## src/rtl/apb_pkg.sv

```systemverilog
// Shared types for the APB register-file slave: FSM states, error causes, wait-counter width.
package apb_pkg;

   localparam int CNT_W = 4;

   typedef enum logic [1:0] {
      IDLE,
      ACCESS,
      DONE
   } state_e;

   typedef enum logic [1:0] {
      NONE,
      RANGE,
      ALIGN,
      RO_WRITE
   } err_e;

endpackage

```

## src/rtl/apb_regfile_slave_if.sv

```systemverilog
// APB bus bundle between a requester and the register-file slave.
interface apb_regfile_slave_if #(
   parameter int ADDR_W = 32,
   parameter int DATA_W = 32
);
   logic                  PSEL;
   logic                  PENABLE;
   logic                  PWRITE;
   logic [ADDR_W-1:0]     PADDR;
   logic [DATA_W-1:0]     PWDATA;
   logic [DATA_W/8-1:0]   PSTRB;
   logic [DATA_W-1:0]     PRDATA;
   logic                  PREADY;
   logic                  PSLVERR;

   modport master (
      output PSEL, PENABLE, PWRITE, PADDR, PWDATA, PSTRB,
      input  PRDATA, PREADY, PSLVERR
   );

   modport slave (
      input  PSEL, PENABLE, PWRITE, PADDR, PWDATA, PSTRB,
      output PRDATA, PREADY, PSLVERR
   );
endinterface

```

## src/rtl/apb_addr_decode.sv

```systemverilog
// Combinational address decode: register index plus the first error cause found
// (range beats alignment beats read-only write).
module apb_addr_decode
   import apb_pkg::*;
#(
   parameter int ADDR_W   = 32,
   parameter int DATA_W   = 32,
   parameter int NUM_REGS = 8,
   parameter int IDX_W    = 3,
   parameter logic [NUM_REGS-1:0] RO_MASK = NUM_REGS'(8'hC0)
) (
   input  logic [ADDR_W-1:0] paddr_i,
   input  logic              pwrite_i,
   output logic [IDX_W-1:0]  idx_o,
   output err_e              err_o
);
   localparam int BYTES = DATA_W / 8;

   logic [ADDR_W-1:0] full_idx;

   assign full_idx = paddr_i / ADDR_W'(BYTES);
   assign idx_o    = full_idx[IDX_W-1:0];

   always_comb begin
      err_o = NONE;
      if (full_idx >= ADDR_W'(NUM_REGS)) begin
         err_o = RANGE;
      end else if ((paddr_i % ADDR_W'(BYTES)) != '0) begin
         err_o = ALIGN;
      end else if (pwrite_i && RO_MASK[idx_o]) begin
         err_o = RO_WRITE;
      end
   end
endmodule

```

## src/rtl/apb_regfile_slave.sv

```systemverilog
// APB slave fronting NUM_REGS byte-strobed registers; read-only slots return STATUS_IN.
// PREADY/PRDATA/PSLVERR are registered; writes land at the edge ending the DONE cycle.
module apb_regfile_slave
   import apb_pkg::*;
#(
   parameter int DATA_W      = 32,
   parameter int ADDR_W      = 32,
   parameter int NUM_REGS    = 8,
   parameter int WAIT_STATES = 0,
   parameter logic [NUM_REGS-1:0] RO_MASK = NUM_REGS'(8'hC0)
) (
   input  logic                         PCLK,
   input  logic                         PRESET,
   apb_regfile_slave_if.slave           bus,
   input  logic [NUM_REGS*DATA_W-1:0]   STATUS_IN,
   output logic [NUM_REGS*DATA_W-1:0]   REG_OUT,
   output logic [NUM_REGS-1:0]          WR_PULSE
);
   localparam int BYTES = DATA_W / 8;
   localparam int IDX_W = (NUM_REGS > 1) ? $clog2(NUM_REGS) : 1;

   state_e              state_q, state_d;
   logic [CNT_W-1:0]    cnt_q, cnt_d;
   logic                pready_q, pready_d;
   logic                pslverr_q, pslverr_d;
   logic [DATA_W-1:0]   prdata_q, prdata_d;
   logic                wr_pend_q, wr_pend_d;
   logic [IDX_W-1:0]    wr_idx_q, wr_idx_d;
   logic [DATA_W-1:0]   wr_dat_q, wr_dat_d;
   logic [BYTES-1:0]    wr_strb_q, wr_strb_d;
   logic [DATA_W-1:0]   regs_q [NUM_REGS];
   logic [DATA_W-1:0]   status_a [NUM_REGS];
   logic [NUM_REGS-1:0] wr_pulse_q;

   logic                setup;
   logic                finish;
   logic [IDX_W-1:0]    dec_idx;
   err_e                dec_err;

   apb_addr_decode #(
      .ADDR_W   (ADDR_W),
      .DATA_W   (DATA_W),
      .NUM_REGS (NUM_REGS),
      .IDX_W    (IDX_W),
      .RO_MASK  (RO_MASK)
   ) u_decode (
      .paddr_i  (bus.PADDR),
      .pwrite_i (bus.PWRITE),
      .idx_o    (dec_idx),
      .err_o    (dec_err)
   );

   for (genvar i = 0; i < NUM_REGS; i++) begin : g_slice
      assign status_a[i] = STATUS_IN[i*DATA_W +: DATA_W];
      if (RO_MASK[i]) begin : g_ro
         assign REG_OUT[i*DATA_W +: DATA_W] = '0;
      end else begin : g_rw
         assign REG_OUT[i*DATA_W +: DATA_W] = regs_q[i];
      end
   end

   assign setup = bus.PSEL && !bus.PENABLE;

   // cnt_q holds the access cycles still to go, counting the current one, so
   // PREADY rises in access cycle WAIT_STATES+1; zero waits finish from setup.
   always_comb begin
      state_d = state_q;
      cnt_d   = cnt_q;
      finish  = 1'b0;
      unique case (state_q)
         IDLE: begin
            if (setup) begin
               cnt_d = CNT_W'(WAIT_STATES);
               if (WAIT_STATES == 0) begin
                  state_d = DONE;
                  finish  = 1'b1;
               end else begin
                  state_d = ACCESS;
               end
            end
         end
         ACCESS: begin
            if (!bus.PSEL) begin
               state_d = IDLE;
               cnt_d   = '0;
            end else begin
               cnt_d = cnt_q - CNT_W'(1);
               if (cnt_q == CNT_W'(1)) begin
                  state_d = DONE;
                  finish  = 1'b1;
               end
            end
         end
         DONE: begin
            state_d = IDLE;
            cnt_d   = '0;
         end
         default: begin
            state_d = IDLE;
            cnt_d   = '0;
         end
      endcase
   end

   always_comb begin
      pready_d  = finish;
      pslverr_d = finish && (dec_err != NONE);
      prdata_d  = '0;
      if (finish && !bus.PWRITE && dec_err == NONE) begin
         prdata_d = RO_MASK[dec_idx] ? status_a[dec_idx] : regs_q[dec_idx];
      end
      wr_pend_d = finish && bus.PWRITE && (dec_err == NONE);
      wr_idx_d  = dec_idx;
      wr_dat_d  = bus.PWDATA;
      wr_strb_d = bus.PSTRB;
   end

   always_ff @(posedge PCLK or posedge PRESET) begin
      if (PRESET) begin
         state_q   <= IDLE;
         cnt_q     <= '0;
         pready_q  <= 1'b0;
         pslverr_q <= 1'b0;
         prdata_q  <= '0;
         wr_pend_q <= 1'b0;
         wr_idx_q  <= '0;
         wr_dat_q  <= '0;
         wr_strb_q <= '0;
      end else begin
         state_q   <= state_d;
         cnt_q     <= cnt_d;
         pready_q  <= pready_d;
         pslverr_q <= pslverr_d;
         prdata_q  <= prdata_d;
         wr_pend_q <= wr_pend_d;
         wr_idx_q  <= wr_idx_d;
         wr_dat_q  <= wr_dat_d;
         wr_strb_q <= wr_strb_d;
      end
   end

   // The write captured in the DONE-producing cycle commits one edge later.
   always_ff @(posedge PCLK or posedge PRESET) begin
      if (PRESET) begin
         for (int i = 0; i < NUM_REGS; i++) begin
            regs_q[i] <= '0;
         end
         wr_pulse_q <= '0;
      end else begin
         for (int i = 0; i < NUM_REGS; i++) begin
            wr_pulse_q[i] <= wr_pend_q && (wr_idx_q == IDX_W'(i));
            if (wr_pend_q && (wr_idx_q == IDX_W'(i)) && !RO_MASK[i]) begin
               for (int b = 0; b < BYTES; b++) begin
                  if (wr_strb_q[b]) begin
                     regs_q[i][8*b +: 8] <= wr_dat_q[8*b +: 8];
                  end
               end
            end
         end
      end
   end

   assign bus.PREADY  = pready_q;
   assign bus.PSLVERR = pslverr_q;
   assign bus.PRDATA  = prdata_q;
   assign WR_PULSE    = wr_pulse_q;
endmodule

```

## src/flat_wrapper.sv

```systemverilog
// flat-port wrapper written by rule: the top's interface ports become plain ports
module apb_regfile_slave_flat import apb_pkg::*;
#(
   parameter int DATA_W      = 32,
   parameter int ADDR_W      = 32,
   parameter int NUM_REGS    = 8,
   parameter int WAIT_STATES = 0,
   parameter logic [NUM_REGS-1:0] RO_MASK = NUM_REGS'(8'hC0)
)
  (PCLK, PRESET, STATUS_IN, REG_OUT, WR_PULSE, bus_PSEL, bus_PENABLE, bus_PWRITE, bus_PADDR, bus_PWDATA, bus_PSTRB, bus_PRDATA, bus_PREADY, bus_PSLVERR);
  apb_regfile_slave_if #(.ADDR_W(ADDR_W), .DATA_W(DATA_W)) bus_i ();
  input  logic PCLK;
  input  logic PRESET;
  input  logic [NUM_REGS*DATA_W-1:0] STATUS_IN;
  output logic [NUM_REGS*DATA_W-1:0] REG_OUT;
  output logic [NUM_REGS-1:0] WR_PULSE;
  input wire logic [$bits(bus_i.PSEL)-1:0] bus_PSEL;
  input wire logic [$bits(bus_i.PENABLE)-1:0] bus_PENABLE;
  input wire logic [$bits(bus_i.PWRITE)-1:0] bus_PWRITE;
  input wire logic [$bits(bus_i.PADDR)-1:0] bus_PADDR;
  input wire logic [$bits(bus_i.PWDATA)-1:0] bus_PWDATA;
  input wire logic [$bits(bus_i.PSTRB)-1:0] bus_PSTRB;
  output wire logic [$bits(bus_i.PRDATA)-1:0] bus_PRDATA;
  output wire logic [$bits(bus_i.PREADY)-1:0] bus_PREADY;
  output wire logic [$bits(bus_i.PSLVERR)-1:0] bus_PSLVERR;
  assign bus_i.PSEL = bus_PSEL;
  assign bus_i.PENABLE = bus_PENABLE;
  assign bus_i.PWRITE = bus_PWRITE;
  assign bus_i.PADDR = bus_PADDR;
  assign bus_i.PWDATA = bus_PWDATA;
  assign bus_i.PSTRB = bus_PSTRB;
  assign bus_PRDATA = bus_i.PRDATA;
  assign bus_PREADY = bus_i.PREADY;
  assign bus_PSLVERR = bus_i.PSLVERR;
  apb_regfile_slave #(.DATA_W(DATA_W), .ADDR_W(ADDR_W), .NUM_REGS(NUM_REGS), .WAIT_STATES(WAIT_STATES), .RO_MASK(RO_MASK)) u_core (.PCLK(PCLK), .PRESET(PRESET), .bus(bus_i), .STATUS_IN(STATUS_IN), .REG_OUT(REG_OUT), .WR_PULSE(WR_PULSE));
endmodule
```

## config.mk

```make
export PLATFORM = sky130hd
export DESIGN_NAME = apb_regfile_slave_flat
export DESIGN_NICKNAME = d
export VERILOG_FILES = /design/src/rtl/apb_pkg.sv /design/src/rtl/apb_regfile_slave_if.sv /design/src/rtl/apb_addr_decode.sv /design/src/rtl/apb_regfile_slave.sv /design/src/flat_wrapper.sv
export SDC_FILE = /design/constraint.sdc
export NUM_CORES = 1
export LEC_CHECK = 0
export CORE_AREA = 2 2 241 243
export CTS_BUF_LIST = sky130_fd_sc_hd__clkbuf_2 sky130_fd_sc_hd__clkbuf_4 sky130_fd_sc_hd__clkbuf_8
export DETAILED_ROUTE_END_ITERATION = 16
export DIE_AREA = 0 0 243 245
export GPL_TIMING_DRIVEN = 1
export HOLD_SLACK_MARGIN = 0.05
export PLACE_DENSITY = 0.45
export SETUP_SLACK_MARGIN = 0.05
export SYNTH_ARGS = -nofsm -noshare
export SYNTH_HDL_FRONTEND = slang
export SYNTH_SLANG_ARGS = --single-unit
```

## constraint.sdc

```tcl
create_clock -name PCLK -period 12.1 [get_ports PCLK]
set_input_delay 3.63 -clock PCLK [delete_from_list [all_inputs] [get_ports PCLK]]
set_output_delay 3.63 -clock PCLK [all_outputs]
set_load 0.02 [all_outputs]
```

==> After elaboration in Yosys (flattened, before gate mapping) <==
Memories as Yosys holds them, arrays and structs flattened.
Index checks and enable logic that the tools add are counted.
{ "classes": {"div": 0, "mul": 0, "order_cmp": 3, "n_addsub": 1, "shifts": 0, "muxes": 23, "n_reduce_logical": 47, "bitwise_logic": 1, "n_eq_ne": 11} }
{ "op_table": {"columns": ["cell", "count"], "rows": [
  ["binary-select mux 32 bit (select 3 bit)", 2],
  ["2-to-1 mux 32 bit", 6],
  ["AND reduction 2 bit", 25],
  ["nonzero test 32 bit", 1],
  [">= comparator 30 x 4 -> 1 bit, second input constant", 1],
  ["logical AND 1 bit", 15],
  ["== test 3 bit, second input constant", 4],
  ["2-to-1 mux 2 bit", 6],
  ["2-to-1 mux 4 bit", 2],
  ["case mux 4 bit (2 select lines)", 1],
  ["== test 3 x 2 -> 1 bit, second input constant", 2],
  ["== test 4 x 1 -> 1 bit, second input constant", 1],
  [">= comparator 4 bit, second input constant", 1],
  ["logical NOT 2 bit", 2],
  ["less-than comparator 3 x 4 -> 1 bit, second input constant", 1],
  ["2-to-1 mux 1 bit", 4],
  ["inverter 3 -> 4 bit", 1],
  ["case mux 2 bit (2 select lines)", 1],
  ["subtractor 4 x 1 -> 4 bit, second input constant", 1],
  ["== test 3 x 1 -> 1 bit, second input constant", 1],
  ["logical NOT 3 bit", 1],
  ["inequality test 3 x 2 -> 1 bit, second input constant", 1],
  ["== test 2 x 1 -> 1 bit, second input constant", 1],
  ["logical NOT 1 bit", 2],
  ["3 further kinds", 3]
]} }
{ "word_totals": {"output_inout_bits": 298, "ram_bits": 0, "latchBits": 0, "input_bits": 329, "mem_bits_ro": 8, "reg_bits": 280, "memories": 1} }
{ "mem_list": {"columns": ["name", "words", "width", "read_ports", "rd_clocked_by_memory_dff", "wr", "line", "rtl"], "rows": [
  ["(no name shown)", 8, 1, 1, 0, 0, "apb_regfile_slave.sv:110", "prdata_d = RO_MASK[dec_idx] ? status_a[dec_idx] : regs_q[dec_idx];"]
]} }

==> Longest topological paths before layout <==
{ "logic_depth": {"word_depth": 9, "depth_mapped": 6, "ltp_nobuf": 4} }

==> Modules after synthesis <==
From an unflattened synthesis, not the netlist that was laid out.
{ "hier_totals": {"cells_unflattened": 855, "area_unflattened_um2": 12154.2} }
{ "by_module_without_submodules": {"columns": ["module", "instances", "area_per_inst_um2", "cells_each"], "rows": [
  ["apb_regfile_slave", 1, 12025.3, 838],
  ["apb_addr_decode", 1, 128.9, 17]
]} }

==> Worst setup path after synthesis <==
OpenSTA, ideal clock, no wires.
{ "synth_timing": {"kind": "input port to flip-flop", "from": "input port bus_PADDR[2]", "to": "register u_core.prdata_q[15] (netlist: u_core.bus.PRDATA[15])", "t_arrival_ps": 4915, "slack_ps": 7065, "setup_ps": 120, "stages": 5, "path_cell_list": "buf_2 buf_2 mux4_2 mux2i_1 nor3_2"} }
{ "synth_between": {"elab_chain_len": 9} }
{ "synth_lines": {"columns": ["item", "line", "rtl"], "rows": [
  ["from (decl)", "flat_wrapper.sv:20", "input wire logic [$bits(bus_i.PADDR)-1:0] bus_PADDR;"],
  ["branches (longest 8 deep; another with >= comparator 30 x 4 -> 1 bit)", null, null],
  ["2-to-1 mux 32 bit *", "apb_regfile_slave.sv:109", "if (finish && !bus.PWRITE && dec_err == NONE) begin"],
  ["via u_core.prdata_d[15]", "apb_regfile_slave.sv:26", "logic [DATA_W-1:0] prdata_q, prdata_d;"],
  ["to (signal assigned)", "apb_regfile_slave.sv:134", "prdata_q <= prdata_d;"],
  ["to (decl)", "apb_regfile_slave.sv:26", null]
]} }
Mark *: on every way through the listed nets, which the timed path passes. The select of a mux whose other input is x is not followed.
A chain may end at the register's enable or synchronous reset.

==> Worst setup path in the final report <==
{ "layout_timing": {"from": "input port bus_PADDR[2]", "to": "register u_core.wr_pend_q"} }
{ "layout_between": {"elab_chain_len": 8} }
{ "layout_lines": {"columns": ["item", "line", "rtl"], "rows": [
  ["branches (longest 5 deep; another with >= comparator 30 x 4 -> 1 bit)", null, null],
  ["2-to-1 mux 2 bit *", "apb_addr_decode.sv:26", "if (full_idx >= ADDR_W'(NUM_REGS)) begin"],
  ["logical NOT 2 bit *", "apb_regfile_slave.sv:112", "wr_pend_d = finish && bus.PWRITE && (dec_err == NONE);"],
  ["logical AND 1 bit *", "apb_regfile_slave.sv:112", null],
  ["via u_core.wr_pend_d", "apb_regfile_slave.sv:27", "logic wr_pend_q, wr_pend_d;"],
  ["to (signal assigned)", "apb_regfile_slave.sv:135", "wr_pend_q <= wr_pend_d;"],
  ["to (decl)", "apb_regfile_slave.sv:27", null]
]} }
Marked as above.

==> results.txt <==
The number of rows created at floorplan came out at 88. The mapped cell area came out at 0.01211 sq mm. The final worst-path setup slack is roughly 6.3 ns. The average wire per standard cell is 22.07 microns.

The path class of the tightest hold or removal check is flop to flop. In the detailed route, the total length drawn on met2 is 19.44 mm. The via count of the first global-routing pass came out at 8750. The maximum fanout count along the critical path came out at 36. The CTS tree is yes. The die is 245 microns tall. The maximum count of clock buffers along a single path is 3. The total power after layout is 2.090 mW. The leakage power is 7.772 nW.

The effective utilization at floorplan is 0.2124. The worst slew slack as a fraction of its limit came out at 0.3125. The endpoint arrival time on the critical path is 6.29 ns.

The largest net degree at the start of global routing came out at 86. The highest clock frequency the design can meet came out at 0.1726 GHz. For this block, the initial DRC count from the detailed router was 272. The floorplan die area is 0.05954 sq mm. The Yosys step of the flow raised 64 warnings. Walking the worst path, the cells encountered are buf_4, buf_4, nor4b_1, a31oi_1, nand4_4, buf_4, nor3_1. The sequential area share after synthesis is 0.5682.

The flow ran to the end, and the final reports show no timing, DRC or antenna violations. The final count of pins violating max slew came out at 0. The number of buffers added for setup after CTS is 0.

The HPWL after detailed placement came out at 28.94 mm. The final cell count without fillers is 1952. The kind of start point of the critical path is an input pin.

Setup repair after global routing left no endpoint under its margin. After detailed routing, the number of remaining DRC violations is 0. The hold-fix buffer count after cts came out at 0.

The clock-pin slew reported for the worst setup and hold paths after clock tree synthesis came out at roughly 0.060 ns. The area used by sequential logic in the layout came out at 0.006882 sq mm. The I/O pin count came out at 627.

The global placement routability congestion came out at about 0.74. The fraction of layout cells with a size suffix above 1 came out at 0.3350. The mean instance size in the synthesized netlist is 16.26 sq um. Summed over all failing endpoints, the final setup total negative slack is 0 ns. The worst setup path is captured at a flop. Counting every sink on the clock net gives roughly 280.

The die span in x is ~240 microns. The number of filler cells placed in the layout came out at 5851. The cell that appears most often on the critical path is buf_4. By area the synthesized netlist is led by dfrtp_1 (57%), mux2_2 (18%), mux4_2 (12%), buf_4 (4.2%), mux2i_1 (2.6%). The transition time at the pin with the least slew margin came out at 1.031 ns. The fraction of the cycle the final worst path needs came out at 0.4787. For this run, the slowest stage of the critical path takes 0.66 ns. In the final layout, the multi-input gates occupy 0.004791 sq mm. For this run, the detailed router's first-pass iteration total came to 4. The H-tree was split into 2 levels. The hold violation count in the final report came to 0.

In the global route stage, overall resource usage came out at 0.1440. The first global-routing pass estimated between 60 and 70 mm of wire. IR analysis of the VDD net gives a maximum drop of 63.69 uV.

For this run the aggregate overflow at the end of global routing stands at 0. The number of library cell types mapped by synthesis came out at 26. After floorplanning, the core was sized to cover approximately 0.057 sq mm. Post-CTS repair changed the size of 0 cells. The post-synthesis to final-layout area growth came out at 44.98%. The top metal layer carrying routed signals is met5. The fraction of post-synthesis cell area in the top cell type by area came out at 0.5682. The number of storage elements in the synthesis netlist came out at 275. The initial antenna violation count was 5. The final wirelength came out at roughly 43 mm. The cell count after placement is 1857. The clock period minus final worst setup slack came out at roughly 5.8 ns. Max-cap violations in this run came to 0. The met1 layer wirelength in the final routing came out at approximately 19 mm. The number of port buffers came out at 370. Summed over all instances, the cell type with the most area after synthesis is dfrtp_1. The post-synthesis instance total came out at about 750. The total CTS buffers is 51. The final layout net count is 1474. The routed length on met3 is 4.093 mm. The via-per-instance ratio came out at 4.130. The setup skew after layout came out at 0.03740 ns. The power per cell area came out at 119.0 mW/mm^2. The clock latency at the later pin of the worst-skew pair is 0.62 ns.

The number of nets with antenna violations after routing is 0. The slowest stage of the critical path is the buf_4 cell. Setup violations remaining at the end of the flow were counted as 0. The via count is 8062.

Clock tree synthesis selected as its root buffer the cell clkbuf_8. Data on the critical path is required at its endpoint by 12.60 ns. In this design, the largest share of critical-path delay is due to buffers and inverters. The setup path with the least slack is of type input pin to flop. The buffer and inverter count on the worst path is 3. The post-place setup slack came out at 5.477 ns.
## metrics by stage
stage | hold slack [ns] | utilization | cell area (sq um)
finish | 0.4608 | 0.3079 | 17560
global placement | 0.4480 | 0.2874 | 16390
global route | 0.4790 | 0.3078 | 17550
detailed placement | 0.4503 | 0.2874 | 16390
floorplan | 0.4274 | - | 12350
CTS | 0.4606 | 0.3078 | 17550
## sequential cells by signal (all words and copies together) (netlist names)
register and cells:
u_core.wr_pend_q 1, u_core.wr_strb_q 4, u_core.wr_idx_q 3, u_core.wr_dat_q 32
u_core.REG_OUT 192, u_core.WR_PULSE 8, u_core.bus.PREADY 1, u_core.state_q 1
u_core.bus.PRDATA 32, u_core.bus.PSLVERR 1
## cells in the final DEF (no fill, tap or decap), drive strengths merged
master         instances
nand4                  2
or3b                   1
nor2                   7
clkdlybuf4s50        367
diode                  2
buf                   10
clkinvlp               1
clkbuf                77
dfrtp                275
nor3                  35
a31oi                  1
o21a                   1
nand2                 27
inv                    2
bufinv                 4
mux2                 192
conb                  64
clkinv                10
nor3b                  2
nor4                   6
nor4b                  1
mux2i                 32
mux4                  64
nand2b                 3
or4                    1
## cell type report
class	instances	share of cell area
flip-flops and latches	275	0.3919
multi-input cells	439	0.2728
well taps	765	0.05451
diodes	2	0.0002850
inverters	1	0.0006413
repair buffers	377	0.2135
clock buffers	77	0.05572
clock inverters	16	0.01062
## final timing paths
path	start	endpoint	slack, ns	cells past startpoint
max reg2reg	u_core.wr_idx_q[2]	u_core.REG_OUT[122]	9.78	4
min in group asynchronous	PRESET	u_core.wr_dat_q[28]	3.46	2
max	bus_PADDR[2]	u_core.wr_pend_q	6.31	7
max in group asynchronous	PRESET	u_core.bus.PRDATA[9]	6.50	4
min	u_core.state_q[1]	u_core.state_q[1]	0.46	1
min reg2reg	u_core.state_q[1]	u_core.state_q[1]	0.46	1
## kinds of logic after synthesis
family | Yosys count | synth area share
buffers and inverters | 94 | 0.05599
AO/OA/AOI/OAI | 2 | 0.001137
AND/OR/NAND/NOR | 85 | 0.05041
multiplexers | 288 | 0.3240
other | 1 | 0.0003096
flip-flops | 275 | 0.5682
## report_power, final
group | total, mW | internal, mW | switching (mW)
Clock | 1.02 | 0.602 | 0.419
Combinational | 0.130 | 0.0609 | 0.0691
Sequential | 0.938 | 0.927 | 0.0109
## per-layer routing
layer,vias to the layer above,track usage
li1,3437,-
met3,73,0.05653
met5,-,0
met1,4191,0.1880
met2,355,0.2228
met4,6,0.03663
## synth_stat cells
| master | instances |
|---|---|
| nor3_2 | 32 |
| nand4_4 | 1 |
| a31oi_1 | 1 |
| buf_4 | 68 |
| nand4_1 | 1 |
| or3b_1 | 1 |
| or4_4 | 1 |
| conb_1 | 1 |
| nor4_4 | 1 |
| nor4_1 | 5 |
| nor3_1 | 3 |
| inv_1 | 1 |
| o21a_1 | 1 |
| dfrtp_1 | 275 |
| mux4_2 | 64 |
| mux2_2 | 192 |
| mux2i_1 | 32 |
| buf_1 | 4 |
| nand2_1 | 27 |
| nor2_1 | 7 |
| buf_2 | 14 |
| nor3b_1 | 1 |
| nand2b_1 | 3 |
| nor4b_1 | 1 |
| buf_6 | 7 |
| nor3b_2 | 1 |
(Power assumes the default switching activity.)
==> RTL change 1: new RTL, config.mk and constraints unchanged <==
Make the reset (`PRESET`) synchronous in 2 clocked blocks.
--- a/src/rtl/apb_regfile_slave.sv
+++ b/src/rtl/apb_regfile_slave.sv
@@ -116,5 +116,5 @@
    end
 
-   always_ff @(posedge PCLK or posedge PRESET) begin
+   always_ff @(posedge PCLK) begin
       if (PRESET) begin
          state_q   <= IDLE;
@@ -141,5 +141,5 @@
 
    // The write captured in the DONE-producing cycle commits one edge later.
-   always_ff @(posedge PCLK or posedge PRESET) begin
+   always_ff @(posedge PCLK) begin
       if (PRESET) begin
          for (int i = 0; i < NUM_REGS; i++) begin
Check against the original RTL: not equivalent (Yosys sat finds a counterexample within 4 cycles, from zero or initial values and one cycle with PRESET high; the reset may be asserted at any time).
==> RTL change 1 against the original RTL <==
  * Setup slack got worse by 0.083 ns
  * First-iteration DRC count rose by 98%
  * Wire length increased by 11%
  * Cell area shrank 0.39%
  * Sequential cell count did not move
  * Utilization is 0.12 points lower
  * Via count is 4.9% higher
  * Synthesized cell count up 12%
  * Critical endpoint is now u_core.regs_q[0][15]
  * Non-clock buffer count rose by 7
  * Area after synthesis up 0.87%
  * Power grew 7.1%
  * Die area is the same
==> RTL change 1: results (changes against the original RTL) <==
Final layout
  – Max reg flops: 192 (unchanged)
  – Largest reg by FF count: u_core.regs_q
  – Nets: 1528 (was 1474)
  – Diode count: 0 (was 2)
  – Layout cells sized above 1: 16.9% (was 33.5%)

Placed design
  – # port buffers: 370 (unchanged)
  – Inst Count DP: 1910 (was 1857)
  – Dpl hpwl: 31600 µm (was 28900 µm)
  – Placed inst area: 0.0164 mm² (about the same)
  – Final Wtd Congestion: 0.737 (was 0.741)

Power and ir drop
  – LEAKAGE: 0.00698 µW (was 0.00777 µW)
  – VDD IR max: 0.0573 mV (was 0.0637 mV)

Timing
  – TNS Setup: 0 ns (unchanged)
  – Relative slew slack: 21.8% (was 31.2%)
  – Worst clock skew: 0.0196 ns (was 0.0374 ns)

Global route
  – First-pass GRT wire length: 66800 µm (was 62600 µm)
  – Via count of the first global-routing pass: 9025 (was 8750)
  – Largest net degree at the start of global routing: 55 (was 86)
  – Gr usage total: 15.7% (was 14.4%)
  – Antenna violations before repair: 4 (was 5)

Synthesis
  – Synth unique cells: 30 (was 26)
  – Sequential fraction of the synthesis area: 60.8% (was 56.8%)
  – Asr flop ratio synth: 0% (was 100%)
  – Most instantiated cells after synthesis: 192 x and3_1, 192 x edfxtp_1, 83 x dfxtp_1 (was 275 x dfrtp_1, 192 x mux2_2, 68 x buf_4)
  – Synth Instances: 832 (was 745)
  – Yosys warnings: 0 (was 64)
  – Dominant cells by area after synthesis: edfxtp_1 47%, dfxtp_1 14%, mux4_2 12%, and3_1 9.8%, buf_4 4.1% (was dfrtp_1 57%, mux2_2 18%, mux4_2 12%, buf_4 4.2%, mux2i_1 2.6%)
  – Number of synthesized flops with an enable pin: 192 (was 0)
  – Top FF cell, synth: edfxtp_1 (was dfrtp_1)

CTS
  – Clock buffer depth: 3 (unchanged)
  – Clock Pin Slew Worst Setup and Hold Paths: 0.06 ns (about the same)
  – Clock latency on the worst-skew pair: about 0.6 ns
  – Setup Fix Bufs, Post-CTS: 0 (unchanged)
  – Root Driver: clkbuf_8 (unchanged)
  – Num CTS Buffers: 52 (was 51)
  – H-tree Lvls: 2 (unchanged)
  – Post-CTS sizing: 0 (unchanged)

Critical path
  – Critical-path maximum fanout: 54 (was 36)
  – Arrival time worst endpoint: 6.35 ns (was 6.29 ns)
  – Crit path largest cell delay: 0.91 ns (was 0.66 ns)
  – Crit-path slowest cell: nor3_2 (was buf_4)
  – Worst setup SP type: input pin (unchanged)

Drt
  – Via-to-Cell Ratio: 4.22 (was 4.13)
  – Wire length per cell: 23.9 µm (was 22.1 µm)
  – DR pass1 iterations: 5 (was 4)
  – First DRT Iteration DRCs: 538 (was 272)
  – Via count: 8455 (was 8062)

Outcome
  – Status: complete, no violations (unchanged)

Min path
  – Min-delay worst type: reg2reg (unchanged)
RTL change 1: where the power goes:
group	internal, µW	leakage (µW)	switching [µW]
Sequential	1030	0.00268	23.6
Clock	524	0.000553	414
Combinational	116	0.00375	130
Total	1670	0.00698	567
RTL change 1: cell families after synthesis:
family	count (synthesis)	share of synthesized area, %
and+or+nand+nor	300	16.5
DFF	275	60.8
buffers and inverters	134	6.66
muxes	96	14.4
AOI/OAI and AO/OA	26	1.59
other	1	0.0307
RTL change 1: path summary, 6_finish.rpt:
check                           cells past startpoint  slack [ns]               start                    to
worst max-delay path                                6        6.22              PRESET  u_core.regs_q[0][15]
worst min-delay path                                1        0.49   u_core.state_q[1]     u_core.state_q[1]
worst max register to register                      5        9.43  u_core.wr_idx_q[2]  u_core.regs_q[0][15]
worst min register to register                      1        0.49   u_core.state_q[1]     u_core.state_q[1]
RTL change 1: worst max-delay path, delay by kind of cell:
| family | cells | cell delay [ns] |
|---|---|---|
| buffers and inverters | 3 | 1.07 |
| and+or+nand+nor | 3 | 1.58 |
RTL change 1: per-layer routing:
layer,global-route usage [%],vias up,part of all wire (%)
met3,4.43,62,7.8
met2,26.8,397,49
met5,0,-,0.027
met4,3.48,2,1.5
met1,19.8,4211,42
li1,-,3783,-
RTL change 1: per-stage QoR:
step	utilization, %	setup slack [ns]	hold WS (ns)
floorplan	-	7.17	0.458
global placement	28.8	5.52	0.484
detailed placement	28.8	5.51	0.474
CTS	30.7	6.22	0.484
global route	30.7	6.15	0.515
finish	30.7	6.22	0.487
RTL change 1: area by class of cell:
type	instances	area, µm²
flip-flops and latches	275	7430
clock inverters	20	145
well taps	765	957
multi-input cells	486	4260
clock buffers	75	907
repair buffers	384	3800
fillers	5796	39500
==> RTL change 2: new RTL, config.mk and constraints unchanged <==
Without the edit above. `NUM_REGS` is set to 8 in 3 places; all go to 4.
--- a/src/rtl/apb_addr_decode.sv
+++ b/src/rtl/apb_addr_decode.sv
@@ -6,5 +6,5 @@
    parameter int ADDR_W   = 32,
    parameter int DATA_W   = 32,
-   parameter int NUM_REGS = 8,
+   parameter int NUM_REGS = 4,
    parameter int IDX_W    = 3,
    parameter logic [NUM_REGS-1:0] RO_MASK = NUM_REGS'(8'hC0)
--- a/src/rtl/apb_regfile_slave.sv
+++ b/src/rtl/apb_regfile_slave.sv
@@ -6,5 +6,5 @@
    parameter int DATA_W      = 32,
    parameter int ADDR_W      = 32,
-   parameter int NUM_REGS    = 8,
+   parameter int NUM_REGS    = 4,
    parameter int WAIT_STATES = 0,
    parameter logic [NUM_REGS-1:0] RO_MASK = NUM_REGS'(8'hC0)
--- a/src/flat_wrapper.sv
+++ b/src/flat_wrapper.sv
@@ -4,5 +4,5 @@
    parameter int DATA_W      = 32,
    parameter int ADDR_W      = 32,
-   parameter int NUM_REGS    = 8,
+   parameter int NUM_REGS    = 4,
    parameter int WAIT_STATES = 0,
    parameter logic [NUM_REGS-1:0] RO_MASK = NUM_REGS'(8'hC0)
Interface: changed (resized REG_OUT, STATUS_IN and WR_PULSE); port bits go from 627 to 367. The function was not compared with the original's and may differ.
==> RTL change 2 against the original RTL <==
  * Via count down 35%
  * Area after synthesis down 32%
  * Power down 23%
  * Highest routed layer unchanged
  * Setup slack better by 0.49 ns
  * Die area unchanged
  * Synthesized cell count down 38%
  * Sequential power down 25%
  * Count of clock-buffer cells in the layout down 9
  * Wire length down 34%
  * Sequential share of layout area up 2.2 points
  * Cell area down 29%
  * Largest power group unchanged
  * Maximum frequency up 9.3%
  * Sequential cell count down 69
  * Largest cell class unchanged
==> RTL change 2: results (changes against the original RTL) <==
Placed design
  – Final Wtd Congestion: 0.672 (was 0.741)
  – # port buffers: 238 (was 370)
  – Placed inst area: 0.0115 mm² (was 0.0164 mm²)
  – Dpl hpwl: 18100 µm (was 28900 µm)

Synthesis
  – Most instantiated cells after synthesis: 206 x dfrtp_1, 96 x mux2_2, 32 x mux2_1, 32 x mux4_2, 24 x nor4b_2 (was 275 x dfrtp_1, 192 x mux2_2, 68 x buf_4)
  – Dominant cells by area after synthesis: dfrtp_1 63%, mux2_2 13%, mux4_2 8.8%, mux2_1 4.4%, nor4b_2 4.4% (was dfrtp_1 57%, mux2_2 18%, mux4_2 12%, buf_4 4.2%, mux2i_1 2.6%)
  – Multiplexer area fraction after synthesis: 26.3% (was 32.4%)
  – Synth unique cells: 25 (was 26)
  – Post-synthesis compound-gate area fraction: 0.0915% (was 0.114%)
  – Sequential fraction of the synthesis area: 62.8% (was 56.8%)
  – Synthesized netlist net count: 660

Critical path
  – Crit path largest cell delay: 0.71 ns (was 0.66 ns)
  – Critical-path maximum fanout: 3 (was 36)
  – Crit-path slowest cell: clkdlybuf4s50_1 (was buf_4)
  – Arrival time worst endpoint: 1.67 ns (was 6.29 ns)

Power and ir drop
  – LEAKAGE: 0.00533 µW (was 0.00777 µW)
  – Clk pwr: 848 µW (was 1020 µW)
  – P_int: 1240 µW (was 1590 µW)
  – VDD IR max: 0.0468 mV (was 0.0637 mV)

Final layout
  – Diode count: 1 (was 2)
  – NonClk Buf Share: 19.4% (was 21.3%)
  – Filler cells: 6147 (was 5851)
  – Layout cells sized above 1: 33.2% (was 33.5%)
  – Multi-In Gates: 228 (was 439)
  – Layout clock buffer count: 68 (was 77)
  – Max reg flops: 128 (was 192)
  – Signal inverters: 2 (was 1)
  – Count of non-CTS buffers in the layout: 244 (was 377)
  – Seq Cell Count: 206 (was 275)
  – Clock buf/inv share: 7.93% (was 6.63%)
  – Nets: 925 (was 1474)

Global route
  – Via count of the first global-routing pass: 5980 (was 8750)
  – Antenna violations before repair: 6 (was 5)
  – Gr usage total: 9.63% (was 14.4%)
  – First-pass GRT wire length: 41600 µm (was 62600 µm)

Drt
  – Via-to-Cell Ratio: 3.45 (was 4.13)
  – Routed wire length: 28200 µm (was 43100 µm)
  – First DRT Iteration DRCs: 189 (was 272)

Outcome
  – Status: complete, no violations (unchanged)

Timing
  – Worst-Margin Slew: 0.997 ns (was 1.03 ns)

CTS
  – Clock latency on the worst-skew pair: 0.60 ns (was 0.62 ns)
  – Num CTS Buffers: 42 (was 51)
==> RTL change 2: changes by cell type after synthesis, moves of 24 or more <==
| cell | before | now |
|---|---|---|
| mux2_2 | 192 | 96 |
| dfrtp_1 | 275 | 206 |
| buf_4 | 68 | 2 |
| mux2_1 | 0 | 32 |
| mux2i_1 | 32 | 0 |
| mux4_2 | 64 | 32 |
| nor3_2 | 32 | 0 |
| nor4b_2 | 0 | 24 |
==> RTL change 2: worst paths after layout <==
kind / start / end / slack (ns) / cells after the start
worst max-delay path: u_core.REG_OUT[71] / REG_OUT[71] / 6.80 / 1
worst min-delay path: u_core.state_q[1] / u_core.state_q[1] / 0.45 / 1
worst max register to register: u_core.wr_idx_q[0] / u_core.REG_OUT[11] / 10.11 / 3
worst min register to register: u_core.state_q[1] / u_core.state_q[1] / 0.45 / 1
max in group asynchronous: PRESET / u_core.REG_OUT[22] / 7.13 / 3
min in group asynchronous: PRESET / u_core.wr_dat_q[2] / 3.50 / 2
==> RTL change 2: cells by family (layout without fill, tap and decap cells) <==
logic type | after synthesis | in the layout
buf+inv | 25 | 321
flops | 206 | 206
simple gates | 67 | 67
other cells | 0 | 1
compound gates | 1 | 1
mux | 160 | 160
==> RTL change 2: metrics by stage <==
step                std cells  setup slack [ns]  hold slack [ns]  util [%]  total power (µW)
finish                   1521              6.80            0.455      21.9              1610
global route             1521              6.67            0.479      21.9              1690
CTS                      1520              6.70            0.458      21.8              1650
detailed placement       1445              6.39            0.451      20.1               776
global placement         1445              6.41            0.441      20.1               776
floorplan                 459              2.85            0.427         -               736
==> RTL change 2: metal layers <==
metal  track usage, %  part of all wire (%)
met1             12.2                    43
met2             15.0                    46
met3             3.43                   8.1
met4             3.46                   2.6
met5                0                  0.12
